File: config.mk
export PLATFORM = sky130hd
export DESIGN_NAME = flag_pipe_register_flat
export DESIGN_NICKNAME = d
export VERILOG_FILES = /design/src/rtl/flag_pkg.sv /design/src/rtl/flag_pipe_register_if.sv /design/src/rtl/flag_slot.sv /design/src/rtl/flag_pipe_register.sv /design/src/flat_wrapper.sv
export SDC_FILE = /design/constraint.sdc
export NUM_CORES = 1
export LEC_CHECK = 0
export ABC_CLOCK_PERIOD_IN_PS = 3280
export CORE_MARGIN = 2
export CORE_UTILIZATION = 40
export CTS_BUF_LIST = sky130_fd_sc_hd__clkbuf_8
export DETAILED_ROUTE_END_ITERATION = 12
export SYNTH_ARGS = -nofsm -noshare
export SYNTH_HDL_FRONTEND = slang
export SYNTH_SLANG_ARGS = --single-unit
export TNS_END_PERCENT = 50
File: constraint.sdc
create_clock -name clk -period 3.28 [get_ports clk]
set_clock_uncertainty 0.05 [all_clocks]
set_input_delay 0.82 -clock clk [delete_from_list [all_inputs] [get_ports clk]]
set_output_delay 0.82 -clock clk [all_outputs]
set_load 0.05 [all_outputs]
File: src/rtl/flag_pkg.sv
// rtl/flag_pkg.sv - flag bit indices, in-flight slot record and legal depth bounds
package flag_pkg;

  localparam int FLAG_W_DEFAULT = 4;

  localparam int FLAG_N = 3;
  localparam int FLAG_Z = 2;
  localparam int FLAG_C = 1;
  localparam int FLAG_V = 0;

  localparam int DEPTH_MIN = 1;
  localparam int DEPTH_MAX = 4;

  typedef struct packed {
    logic                      valid;
    logic [FLAG_W_DEFAULT-1:0] mask;
    logic [FLAG_W_DEFAULT-1:0] vals;
  } flag_slot_t;

endpackage

File: src/rtl/flag_pipe_register_if.sv
// rtl/flag_pipe_register_if.sv - flag write, pipeline control and flag view signals
interface flag_pipe_register_if #(
  parameter int FLAG_W = flag_pkg::FLAG_W_DEFAULT
) ();
  import flag_pkg::*;

  logic              set_en;
  logic [FLAG_W-1:0] set_mask;
  logic [FLAG_W-1:0] set_vals;
  logic              stall;
  logic              flush;
  logic [FLAG_W-1:0] arch_flags;
  logic [FLAG_W-1:0] fwd_flags;
  logic              pending;
  logic              commit_valid;

  modport master (
    output set_en, set_mask, set_vals, stall, flush,
    input  arch_flags, fwd_flags, pending, commit_valid
  );

  modport slave (
    input  set_en, set_mask, set_vals, stall, flush,
    output arch_flags, fwd_flags, pending, commit_valid
  );

endinterface

File: src/rtl/flag_slot.sv
// rtl/flag_slot.sv - one in-flight flag write slot
// kill wins over load so a flush always leaves the slot empty.
module flag_slot
  import flag_pkg::*;
#(
  parameter int FLAG_W = FLAG_W_DEFAULT
) (
  input  logic              clk,
  input  logic              reset,
  input  logic              load,
  input  logic              kill,
  input  logic              load_valid,
  input  logic [FLAG_W-1:0] load_mask,
  input  logic [FLAG_W-1:0] load_vals,
  output logic              valid,
  output logic [FLAG_W-1:0] mask,
  output logic [FLAG_W-1:0] vals
);

  always_ff @(posedge clk or posedge reset) begin
    if (reset) begin
      valid <= 1'b0;
      mask  <= '0;
      vals  <= '0;
    end else if (kill) begin
      valid <= 1'b0;
      mask  <= '0;
    end else if (load) begin
      valid <= load_valid;
      mask  <= load_mask;
      vals  <= load_vals;
    end
  end

endmodule

File: src/rtl/flag_pipe_register.sv
// rtl/flag_pipe_register.sv - condition-flag register with delayed commit and forwarding
// Writes ride DEPTH slots before merging into arch_flags; fwd_flags shows the youngest value.
module flag_pipe_register
  import flag_pkg::*;
#(
  parameter int              FLAG_W    = FLAG_W_DEFAULT,
  parameter int              DEPTH     = 2,
  parameter logic [FLAG_W-1:0] RESET_VAL = '0,
  parameter bit              BYPASS_IN = 1'b1
) (
  input logic                 clk,
  input logic                 reset,
  flag_pipe_register_if.slave bus
);

  logic              in_valid;
  logic              shift_en;
  logic              commit_edge;
  logic              commit_fire;
  logic              pending_any;
  logic [FLAG_W-1:0] arch_q;
  logic [FLAG_W-1:0] fwd;

  logic              slot_valid [DEPTH];
  logic [FLAG_W-1:0] slot_mask  [DEPTH];
  logic [FLAG_W-1:0] slot_vals  [DEPTH];

  assign in_valid    = bus.set_en & (|bus.set_mask);
  assign shift_en    = ~bus.stall & ~bus.flush;
  // The oldest slot is non-speculative, so it still commits on a flush edge.
  assign commit_edge = ~bus.stall | bus.flush;

  for (genvar k = 0; k < DEPTH; k++) begin : g_slot
    logic              ld_valid;
    logic [FLAG_W-1:0] ld_mask;
    logic [FLAG_W-1:0] ld_vals;

    if (k == 0) begin : g_head
      assign ld_valid = in_valid;
      assign ld_mask  = bus.set_mask;
      assign ld_vals  = bus.set_vals;
    end else begin : g_body
      assign ld_valid = slot_valid[k-1];
      assign ld_mask  = slot_mask[k-1];
      assign ld_vals  = slot_vals[k-1];
    end

    flag_slot #(
      .FLAG_W(FLAG_W)
    ) u_slot (
      .clk       (clk),
      .reset     (reset),
      .load      (shift_en),
      .kill      (bus.flush),
      .load_valid(ld_valid),
      .load_mask (ld_mask),
      .load_vals (ld_vals),
      .valid     (slot_valid[k]),
      .mask      (slot_mask[k]),
      .vals      (slot_vals[k])
    );
  end

  assign commit_fire = slot_valid[DEPTH-1] & (|slot_mask[DEPTH-1]) & commit_edge;

  always_ff @(posedge clk or posedge reset) begin
    if (reset) begin
      arch_q <= RESET_VAL;
    end else if (commit_fire) begin
      arch_q <= (arch_q & ~slot_mask[DEPTH-1]) | (slot_vals[DEPTH-1] & slot_mask[DEPTH-1]);
    end
  end

  always_comb begin
    pending_any = 1'b0;
    for (int k = 0; k < DEPTH; k++) begin
      pending_any = pending_any | (slot_valid[k] & (|slot_mask[k]));
    end
  end

  // Walk oldest to youngest so younger slots overwrite older ones bit by bit.
  always_comb begin
    fwd = arch_q;
    for (int k = DEPTH - 1; k >= 0; k--) begin
      if (slot_valid[k]) begin
        fwd = (fwd & ~slot_mask[k]) | (slot_vals[k] & slot_mask[k]);
      end
    end
    if (BYPASS_IN && bus.set_en) begin
      fwd = (fwd & ~bus.set_mask) | (bus.set_vals & bus.set_mask);
    end
  end

  assign bus.arch_flags   = arch_q;
  assign bus.fwd_flags    = fwd;
  assign bus.pending      = pending_any;
  assign bus.commit_valid = commit_fire;

endmodule

File: src/flat_wrapper.sv
// flat-port wrapper written by rule: the top's interface ports become plain ports
module flag_pipe_register_flat import flag_pkg::*;
#(
  parameter int              FLAG_W    = FLAG_W_DEFAULT,
  parameter int              DEPTH     = 2,
  parameter logic [FLAG_W-1:0] RESET_VAL = '0,
  parameter bit              BYPASS_IN = 1'b1
)
  (clk, reset, bus_set_en, bus_set_mask, bus_set_vals, bus_stall, bus_flush, bus_arch_flags, bus_fwd_flags, bus_pending, bus_commit_valid);
  flag_pipe_register_if #(.FLAG_W(FLAG_W)) bus_i ();
  input logic clk;
  input logic reset;
  input wire logic [$bits(bus_i.set_en)-1:0] bus_set_en;
  input wire logic [$bits(bus_i.set_mask)-1:0] bus_set_mask;
  input wire logic [$bits(bus_i.set_vals)-1:0] bus_set_vals;
  input wire logic [$bits(bus_i.stall)-1:0] bus_stall;
  input wire logic [$bits(bus_i.flush)-1:0] bus_flush;
  output wire logic [$bits(bus_i.arch_flags)-1:0] bus_arch_flags;
  output wire logic [$bits(bus_i.fwd_flags)-1:0] bus_fwd_flags;
  output wire logic [$bits(bus_i.pending)-1:0] bus_pending;
  output wire logic [$bits(bus_i.commit_valid)-1:0] bus_commit_valid;
  assign bus_i.set_en = bus_set_en;
  assign bus_i.set_mask = bus_set_mask;
  assign bus_i.set_vals = bus_set_vals;
  assign bus_i.stall = bus_stall;
  assign bus_i.flush = bus_flush;
  assign bus_arch_flags = bus_i.arch_flags;
  assign bus_fwd_flags = bus_i.fwd_flags;
  assign bus_pending = bus_i.pending;
  assign bus_commit_valid = bus_i.commit_valid;
  flag_pipe_register #(.FLAG_W(FLAG_W), .DEPTH(DEPTH), .RESET_VAL(RESET_VAL), .BYPASS_IN(BYPASS_IN)) u_core (.clk(clk), .reset(reset), .bus(bus_i));
endmodule
==> qor.csv <==
metric,value,unit
drive_gt1_frac,0.2344,
start_util,0.4247,
grt_pass1_vias,905,
routedWlPerCell,15.45,um
syn_nets,117,
comb_power_share,0.236,
power_leakage,0.6905,nW
postSynthAreaPerCell,11.36,sq um
setup_tns,0,ns
die_h,58.34,um
critPathMaxFanout,9,
final_common_cell,dfrtp_1,
r2r.worst_path.cells,3,
p_per_area,447.8,nW/um^2
final.setup.worst_slack,0.3825,ns
drtAntennaViolNets,0,
cp.required,2.41,ns
num-nets-final,142,
rsz0062_at_grt,false,
cts-root-buf,clkbuf_8,
cts_resized,0,
post-place-ws,0.3849,ns
fin_cells,159,
grt_pass1_wl,4347,um
viasPerCell,5.553,
grt_max_degree,23,
die_area,3404,sq um
start_kind,primary input,
hp-class,flop to flop,
cts.clk_slew.worst_paths,0.09,ns
cts_inserted_buffers,3,
netlist_area,1181,sq um
first_pass_iters,4,
wirelength,2457,um
clock_latency,0.27,ns
place.port_buffers,22,
cts_hold_buf,0,
antenna_found_initial,0,
outcome,finished clean,
rows,19,
clock.fmax,345.1,MHz
synth-seq-area-share,0.4661,
intPower,0.4916,mW
p_clk_frac,0.287,
finalCriticalPeriod,2.897,ns
nFillCells,240,
die_x,58.34,um
grt_use_total,0.1685,
maxCapViolations,0,
drt-initial-drc-count,19,
cts_tree,done,
gpl.final_weighted_congestion,0.7389,
io_pins,23,
postCtsSetupRepairBufs,0,
final_cell_mix,"dfrtp_1, clkdlybuf4s50_1, nand2_1, mux2_4, nor2_1",
ys.warnings.count,0,
ctsLongestPathBuffers,2,
diodes,0,
power_frac_seq,0.477,
fin_crit_sh,0.8834,
slew_violations,0,
total_power,0.6836,mW
hold_viol,0,
ys_ff_latch,22,
tightest_slew,0.8296,ns
htree_num_levels,1,
p_sw,0.1921,mW
vdd_drop_max,326.4,uV
drc,0,
swShare,0.2810,
placed_cells,155,
setup_viol,0,
crit_type,primary input to primary output,
syn2layout_area_growth,29.24,%
netlist_instances,104,
end_kind,primary output,
min_path_cells,1,
dp_hpwl,1750,um
gr-total-overflow,0,
relSlewSlack,0.4463,
core,2781,sq um
vias,883,
clock_sinks,22,
synth_cell_type_count,21,
crit_arrival,2.03,ns
path summary, 6_finish.rpt:
check | slack, ns | startpoint | endpoint
worst max-delay path | 0.38 | bus_set_en | bus_fwd_flags[2]
worst min-delay path | 0.48 | u_core.g_slot[1].u_slot.vals[1]$_DFFE_PP0P_ | u_core.bus.arch_flags[1]$_DFFE_PP0P_
worst max register to register | 2.14 | u_core.g_slot[1].u_slot.valid$_DFFE_PP0P_ | u_core.bus.arch_flags[3]$_DFFE_PP0P_
worst min register to register | 0.48 | u_core.g_slot[1].u_slot.vals[1]$_DFFE_PP0P_ | u_core.bus.arch_flags[1]$_DFFE_PP0P_
max in group asynchronous | 1.69 | reset | u_core.g_slot[0].u_slot.mask[1]$_DFFE_PP0P_
min in group asynchronous | 0.96 | reset | u_core.g_slot[1].u_slot.vals[2]$_DFFE_PP0P_
critical path, cell delays in order:
cell and delay (ns):
clkdlybuf4s50_1 0.58, nand2_1 0.13, o21ai_0 0.09, o21ai_1 0.23, buf_12 0.17
synthesized netlist by cell type (all sizes together):
| library cell | number | area, sq um |
|---|---|---|
| inv | 1 | 3.750 |
| o41ai | 3 | 26.28 |
| mux2 | 12 | 180.2 |
| buf | 3 | 27.52 |
| nand2 | 14 | 52.55 |
| and3 | 4 | 25.02 |
| mux2i | 9 | 90.09 |
| dfrtp | 22 | 550.5 |
| nor2 | 11 | 48.80 |
| dlygate4sd1 | 1 | 8.760 |
| nand2b | 1 | 13.76 |
| o21a | 1 | 7.510 |
| nor2b | 1 | 6.260 |
| o21ai | 8 | 40.04 |
| a221oi | 4 | 35.03 |
| clkbuf | 1 | 5.000 |
| nand3 | 8 | 60.06 |
metrics by stage:
| stage | area (sq um) | utilization | hold WS, ns |
|---|---|---|---|
| after floorplan | 1181 | - | 0.4463 |
| after global placement | 1471 | 0.5290 | 0.4683 |
| after detailed placement | 1471 | 0.5290 | 0.4630 |
| after CTS | 1526 | 0.5488 | 0.4846 |
| after global routing | 1526 | 0.5488 | 0.5002 |
| final | 1526 | 0.5488 | 0.4767 |
state kept, by name, summed over array words and instances (netlist names):
name	count
u_core.bus.arch_flags	4
u_core.g_slot.u_slot.valid	2
u_core.g_slot.u_slot.mask	8
u_core.g_slot.u_slot.vals	8
cell families after synthesis:
kind of cell / after synthesis / share of synthesized area
compound gates: 16 / 0.09217
buf+inv: 6 / 0.03812
flops: 22 / 0.4661
mux: 21 / 0.2288
simple gates: 39 / 0.1748
cell type report:
cell class,count,area (sq um),share of cell area
inverter,1,3.754,0.002459
timing repair buffer,25,292.8,0.1918
multi-input combinational,76,585.6,0.3836
clock buffer,4,55.05,0.03607
sequential,22,550.5,0.3607
tap,31,38.79,0.02541
power by group through the flow:
stage / logic [mW] / clock network [mW] / registers, mW
finish: 0.161 / 0.196 / 0.326
global route: 0.172 / 0.214 / 0.330
CTS: 0.164 / 0.201 / 0.326
detailed placement: 0.163 / 0 / 0.331
global placement: 0.161 / 0 / 0.330
floorplan: 0.0937 / 0 / 0.334
routing by layer:
layer,vias to the layer above,wire length [um],GRT usage
met1,439,1140,0.2235
met4,0,59,0.06977
met3,6,100,0.04396
met2,18,1156,0.2616
met5,-,0,0
li1,420,-,-
No activity file was read; power rests on OpenSTA's default activity.
